<file path="config.mk">
export PLATFORM = sky130hd
export DESIGN_NAME = fifo_burst_reader
export DESIGN_NICKNAME = d
export VERILOG_FILES = /design/src/rtl/fifo_demo_pkg.sv /design/src/rtl/fifo_seq_check.sv /design/src/rtl/fifo_burst_reader.sv
export SDC_FILE = /design/constraint.sdc
export NUM_CORES = 1
export LEC_CHECK = 0
export BUFFER_PORTS_ARGS = -buffer_cell sky130_fd_sc_hd__buf_2
export CORE_UTILIZATION = 58
export DETAILED_ROUTE_END_ITERATION = 12
export PLACE_DENSITY = 0.95
export REMOVE_ABC_BUFFERS = 1
export SETUP_SLACK_MARGIN = 0.15
export SYNTH_ARGS = -nofsm -noshare
export SYNTH_HDL_FRONTEND = slang
export SYNTH_HIERARCHICAL = 1
export SYNTH_SLANG_ARGS = --single-unit
</file>
<file path="constraint.sdc">
create_clock -name sys_clk -period 4.2 [get_ports sys_clk]
set_input_delay 0.84 -clock sys_clk [delete_from_list [all_inputs] [get_ports sys_clk]]
set_output_delay 0.84 -clock sys_clk [all_outputs]
set_load 0.02 [all_outputs]
</file>
<file path="src/rtl/fifo_demo_pkg.sv">
// Shared types and constants for the FIFO burst reader and its sequence checker.
// Latency: n/a (declarations only).
// Backpressure: n/a.
package fifo_demo_pkg;

  // Burst-reader FSM encoding
  typedef enum logic [1:0] {
    ST_IDLE  = 2'd0,
    ST_DELAY = 2'd1,
    ST_READ  = 2'd2,
    ST_FLUSH = 2'd3
  } state_e;

  // FIFO read latency (rd_en -> rdata); the reader is built around one cycle
  localparam int RD_LAT_DEF = 1;

  // 8-bit counter increment that sticks at all-ones
  function automatic logic [7:0] sat_inc8(input logic [7:0] v);
    return (v == 8'hFF) ? v : v + 8'd1;
  endfunction

endpackage

</file>
<file path="src/rtl/fifo_seq_check.sv">
// Checks that read data forms an incrementing sequence; counts words and mismatches.
// Latency: seq_err/err_cnt/word_cnt update one cycle after the rd_vld cycle.
// Backpressure: none, consumes every rd_vld word.
module fifo_seq_check
  import fifo_demo_pkg::*;
#(
  parameter int DATA_W = 8
) (
  input  logic              clk_i,
  input  logic              rst_ni,
  input  logic              rd_vld_i,
  input  logic [DATA_W-1:0] rdata_i,
  output logic              seq_err_o,
  output logic [7:0]        err_cnt_o,
  output logic [15:0]       word_cnt_o
);

  logic [DATA_W-1:0] exp_q, exp_d;
  logic              seq_err_q, seq_err_d;
  logic [7:0]        err_cnt_q, err_cnt_d;
  logic [15:0]       word_cnt_q, word_cnt_d;
  logic              mismatch;

  // Compare each valid word with the expected value; always resync exp to data+1
  always_comb begin
    exp_d      = exp_q;
    seq_err_d  = 1'b0;
    err_cnt_d  = err_cnt_q;
    word_cnt_d = word_cnt_q;
    mismatch   = (rdata_i != exp_q);
    if (rd_vld_i) begin
      exp_d      = rdata_i + 1'b1;
      word_cnt_d = word_cnt_q + 16'd1;
      if (mismatch) begin
        seq_err_d = 1'b1;
        err_cnt_d = sat_inc8(err_cnt_q);
      end
    end
  end

  // Checker state registers
  always_ff @(posedge clk_i or negedge rst_ni) begin
    if (!rst_ni) begin
      exp_q      <= '0;
      seq_err_q  <= 1'b0;
      err_cnt_q  <= '0;
      word_cnt_q <= '0;
    end else begin
      exp_q      <= exp_d;
      seq_err_q  <= seq_err_d;
      err_cnt_q  <= err_cnt_d;
      word_cnt_q <= word_cnt_d;
    end
  end

  assign seq_err_o  = seq_err_q;
  assign err_cnt_o  = err_cnt_q;
  assign word_cnt_o = word_cnt_q;

endmodule

</file>
<file path="src/rtl/fifo_burst_reader.sv">
// Waits START_DLY cycles after almost_full, then drains the FIFO in one burst and checks the data sequence.
// Latency: first read START_DLY+1 cycles after almost_full is sampled; check result one cycle after data.
// Backpressure: never reads while empty; a burst ends when the FIFO runs dry.
module fifo_burst_reader
  import fifo_demo_pkg::*;
#(
  parameter int DATA_W    = 8,
  parameter int START_DLY = 10,
  parameter int RD_LAT    = RD_LAT_DEF
) (
  input  logic              sys_clk,
  input  logic              sys_rst_n,
  input  logic              almost_full,
  input  logic              almost_empty,
  input  logic              empty,
  input  logic [DATA_W-1:0] fifo_rdata,
  output logic              fifo_rd_en,
  output logic              rd_busy,
  output logic              seq_err,
  output logic [7:0]        err_cnt,
  output logic [15:0]       word_cnt
);

  localparam int              CNT_W    = (START_DLY > 1) ? $clog2(START_DLY) : 1;
  localparam logic [CNT_W-1:0] DLY_LAST = CNT_W'(START_DLY - 1);

  state_e            state_q, state_d;
  logic [CNT_W-1:0]  dly_cnt_q, dly_cnt_d;
  logic [RD_LAT-1:0] rd_vld_q;
  logic              rd_vld;

  // Next state, delay count and read strobe; almost_full only matters in IDLE
  always_comb begin
    state_d    = state_q;
    dly_cnt_d  = '0;
    fifo_rd_en = 1'b0;
    rd_busy    = 1'b1;
    case (state_q)
      ST_IDLE: begin
        rd_busy = 1'b0;
        if (almost_full) state_d = ST_DELAY;
      end
      ST_DELAY: begin
        if (dly_cnt_q == DLY_LAST) state_d = ST_READ;
        else                       dly_cnt_d = dly_cnt_q + 1'b1;
      end
      ST_READ: begin
        fifo_rd_en = !empty;
        // stop once the last word is popped, or as soon as the FIFO is seen empty
        if (empty || (fifo_rd_en && almost_empty)) state_d = ST_FLUSH;
      end
      ST_FLUSH: begin
        // one cycle for the final popped word to arrive and be checked
        state_d = ST_IDLE;
      end
      default: state_d = ST_IDLE;
    endcase
  end

  // FSM and delay counter registers
  always_ff @(posedge sys_clk or negedge sys_rst_n) begin
    if (!sys_rst_n) begin
      state_q   <= ST_IDLE;
      dly_cnt_q <= '0;
    end else begin
      state_q   <= state_d;
      dly_cnt_q <= dly_cnt_d;
    end
  end

  // Track which cycles carry valid read data
  always_ff @(posedge sys_clk or negedge sys_rst_n) begin
    if (!sys_rst_n) begin
      rd_vld_q <= '0;
    end else begin
      rd_vld_q[0] <= fifo_rd_en;
      for (int i = 1; i < RD_LAT; i++) rd_vld_q[i] <= rd_vld_q[i-1];
    end
  end

  assign rd_vld = rd_vld_q[RD_LAT-1];

  fifo_seq_check #(
    .DATA_W (DATA_W)
  ) u_seq_check (
    .clk_i      (sys_clk),
    .rst_ni     (sys_rst_n),
    .rd_vld_i   (rd_vld),
    .rdata_i    (fifo_rdata),
    .seq_err_o  (seq_err),
    .err_cnt_o  (err_cnt),
    .word_cnt_o (word_cnt)
  );

endmodule

</file>
==> results.yml <==
sta:
  min_period_ps: 2290
  finalWorstSetupSlack_ps: 1910
  fin_hold_ws_ps: 488.8
  period_share: 0.5452
  report.final.setup_viol: 0
  skew_ps: 8.912
  timing.final.max_slew_violations: 0
  timing_worst_slew_pin_value_ps: 834.3
  fin_tns_setup_ps: 0
  timing.fmax_mhz: 436.7
  worst_case_headroom_to_the_max_slew_limit: 0.4438
  rsz0062_at_grt: "no"
  timing.final.hold_violations: 0
route:
  firstDrtPassIters: 4
  routed-via-count: 1443
  routed_via_density: 5.364
  post_route_drc: 0
  ant_nets: 0
  routed_wire_length_per_instance_um: 13.17
  routed_wl_mm: 3.542
  iteration_0_drc_markers: 37
cells_and_area:
  final_core_utilization: 0.7296
  n_antenna_cell: 0
  final_layout_size_suffix_gt1_frac: 0.2311
  area_growth_pct: 16.25
  finish.instance_area_um2: 2282
  final_cell_count_no_fill: 269
  finalNetCount: 243
pwr:
  power-per-cell-area_nw_per_um2: 552.7
  peakVddDrop_mv: 0.3825
  combPwrFrac: 0.329
  seq_power_share: 0.477
  p_leak_nw: 1.130
  clockPowerShare: 0.193
  switch_pwr_mw: 0.4564
  internal_dissipation_mw: 0.8050
  post-layout-total-power_mw: 1.261
  switching_share: 0.3618
clock_network:
  clk_pin_slew_ps: 110
  clock_tree.buffer_depth: 2
  clkSinkCount: 40
  clock_tree_from_tritoncts: "built"
  tritoncts.num_buffers: 5
  cts-htree-levels: 2
  holdBufCountCts: 0
  post_cts_buffers: 0
  insertion_delay_ps: 350
  cts_root_buffer: "clkbuf_4"
  cts_resized: 0
global_routing:
  grt.total_usage: 0.2250
  gr-max-usage-layer: "met2"
  grt_start_max_net_pins: 41
  global_route_wire_length_before_repair_mm: 5.892
  grt_overflow: 0
  use_met3: 0.08874
  use_met2: 0.3626
  grt_pass1_vias: 1401
  grt_antenna_before_repair: 0
  grt.met1_usage: 0.2649
placement:
  post-dp-hpwl_mm: 2.646
  post_dp_cell_area_um2: 2206
  post-place-cells: 261
  place_congestion: 0.7893
  pre_cts_setup_slack_ps: 2019
  portBuffers: 39
die:
  row_cnt: 20
  design.core.area_um2: 3128
  ios: 40
  die_area_um2: 3622
  starting_utilization_of_the_core_area: 0.6276
  die_h_um: 60.18
  die_w_um: 60.18
synth:
  post-synth-top-area-cell: "dfrtp_1"
  post_synthesis_cell_count: 180
  yosys_warnings: 6
  yosys_register_bits: 40
  yosys-top-cells-area: "dfrtp_1 51%, xnor2_1 9.4%, xor2_1 6.2%"
  area_of_the_mapped_netlist_um2: 1963
  seq_area_frac_synth: 0.5099
  postSynthAreaPerCell_um2: 10.91
  yosys.area.top_type_share: 0.5099
  synth.lib_cells_used.distinct: 33
setup_path:
  worst_setup_path_end_kind: "output pin"
  criticalPathCategory: "reg2out"
  worstPathMaxFanout: 3
  crit_path_cell_trace: "inv_1, ha_1, nor2b_1, buf_2"
  crit_arrival_ps: 1450
  startpoint_types: "flop"
  worst_path_largest_cell_delay_ps: 410
  worst-r2r-cell-count: 5
  slowest_cell_on_the_critical_path: "dfrtp_1"
  worstPathRequired_ps: 3360
hold_path:
  timing.hold.worst.class: "reg2reg"
  hold_path_depth: 1
run_status:
  run_status: "finished clean"
run:
  max_cap_viol_count: 0
## final timing paths
path	start	endpoint	slack (ps)
max	state_q[0]$_DFFE_PN0P_	fifo_rd_en	1910
min	u_seq_check/word_cnt_o[15]$_DFFE_PN0P_	u_seq_check/word_cnt_o[15]$_DFFE_PN0P_	490
max reg2reg	rd_vld$_DFF_PN0_	u_seq_check/word_cnt_o[12]$_DFFE_PN0P_	2200
min reg2reg	u_seq_check/word_cnt_o[15]$_DFFE_PN0P_	u_seq_check/word_cnt_o[15]$_DFFE_PN0P_	490
max in group asynchronous	sys_rst_n	dly_cnt_q[3]$_DFF_PN0_	3090
min in group asynchronous	sys_rst_n	u_seq_check/err_cnt_o[7]$_DFFE_PN0P_	580
## kinds of logic after synthesis
group / share of synthesized area
buffers and inverters: 0.02295
xor gates and xnor gates: 0.1562
DFF: 0.5099
and+or+nand+nor: 0.1893
muxes: 0.03505
AOI/OAI and AO/OA: 0.04844
adders and majority gates: 0.03824
## power groups by stage
stage	registers, mW	logic [mW]	clock network [mW]
2_1_floorplan	0.646	0.242	0
3_3_place_gp	0.603	0.399	0
3_5_place_dp	0.611	0.418	0
4_1_cts	0.603	0.421	0.251
5_1_grt	0.623	0.466	0.263
6_report	0.602	0.415	0.244
## layout by cell type (no fill, tap or decap), drive strengths merged
cell type and count:
a222oi 1, o21bai 1, o31a 1, nand4bb 1
mux2 4, a21oi 7, inv 10, buf 39
clkinv 1, mux2i 2, nor3b 4, a21boi 1
xor2 14, clkbuf 6, nor3 2, dfrtp 40
xnor2 21, a2bb2oi 1, and3b 1, bufinv 1
ha 6, nand4 9, nor2b 4, nor2 14
and2b 2, nand2 8, and2 2, o21ai 2
nand3 11, o21a 1, and3 8
## synth_stat cells (all sizes together)
library cell,instances
xor2,14
nand4bb,1
inv,10
mux2i,2
and3,8
o31a,1
o21ai,2
a21oi,7
mux2,4
nand2,8
xnor2,21
a2bb2oi,1
nor2b,4
nand4,9
dfrtp,40
and3b,1
ha,6
and2,2
nor2,14
nor3b,4
o21bai,1
o21a,1
and2b,2
nand3,11
a222oi,1
nor3,2
clkbuf,2
a21boi,1
## sequential cells by signal, summed over array words and instances (netlist names)
| signal | cells |
|---|---|
| u_seq_check/word_cnt_o | 16 |
| u_seq_check/err_cnt_o | 8 |
| u_seq_check/seq_err_o | 1 |
| rd_vld | 1 |
| state_q | 2 |
| dly_cnt_q | 4 |
| u_seq_check/exp_q | 8 |
## cell type report
type                    count  area, um2
clock buffers               6      41.29
clock inverters             2      35.03
fillers                   237      845.8
inverters                  10      37.54
multi-input cells         128      917.1
flip-flops and latches     40       1001
well taps                  44      55.05
repair buffers             39      195.2
## critical path, delay by kind of cell, from the launching register on
kind / cells / cell delay [ps]
flip-flops: 1 / 410
buffers and inverters: 2 / 300
adder cells (fa/ha/maj): 1 / 170
AND/OR/NAND/NOR: 1 / 230
## metal layers
| metal | vias to the layer above | wire (um) | share of wire |
|---|---|---|---|
| li1 | 697 | - | - |
| met4 | 0 | 80 | 0.023 |
| met5 | - | 0 | 0 |
| met2 | 41 | 1732 | 0.49 |
| met3 | 10 | 195 | 0.055 |
| met1 | 695 | 1532 | 0.43 |
Power figures use the tool's default switching activity.
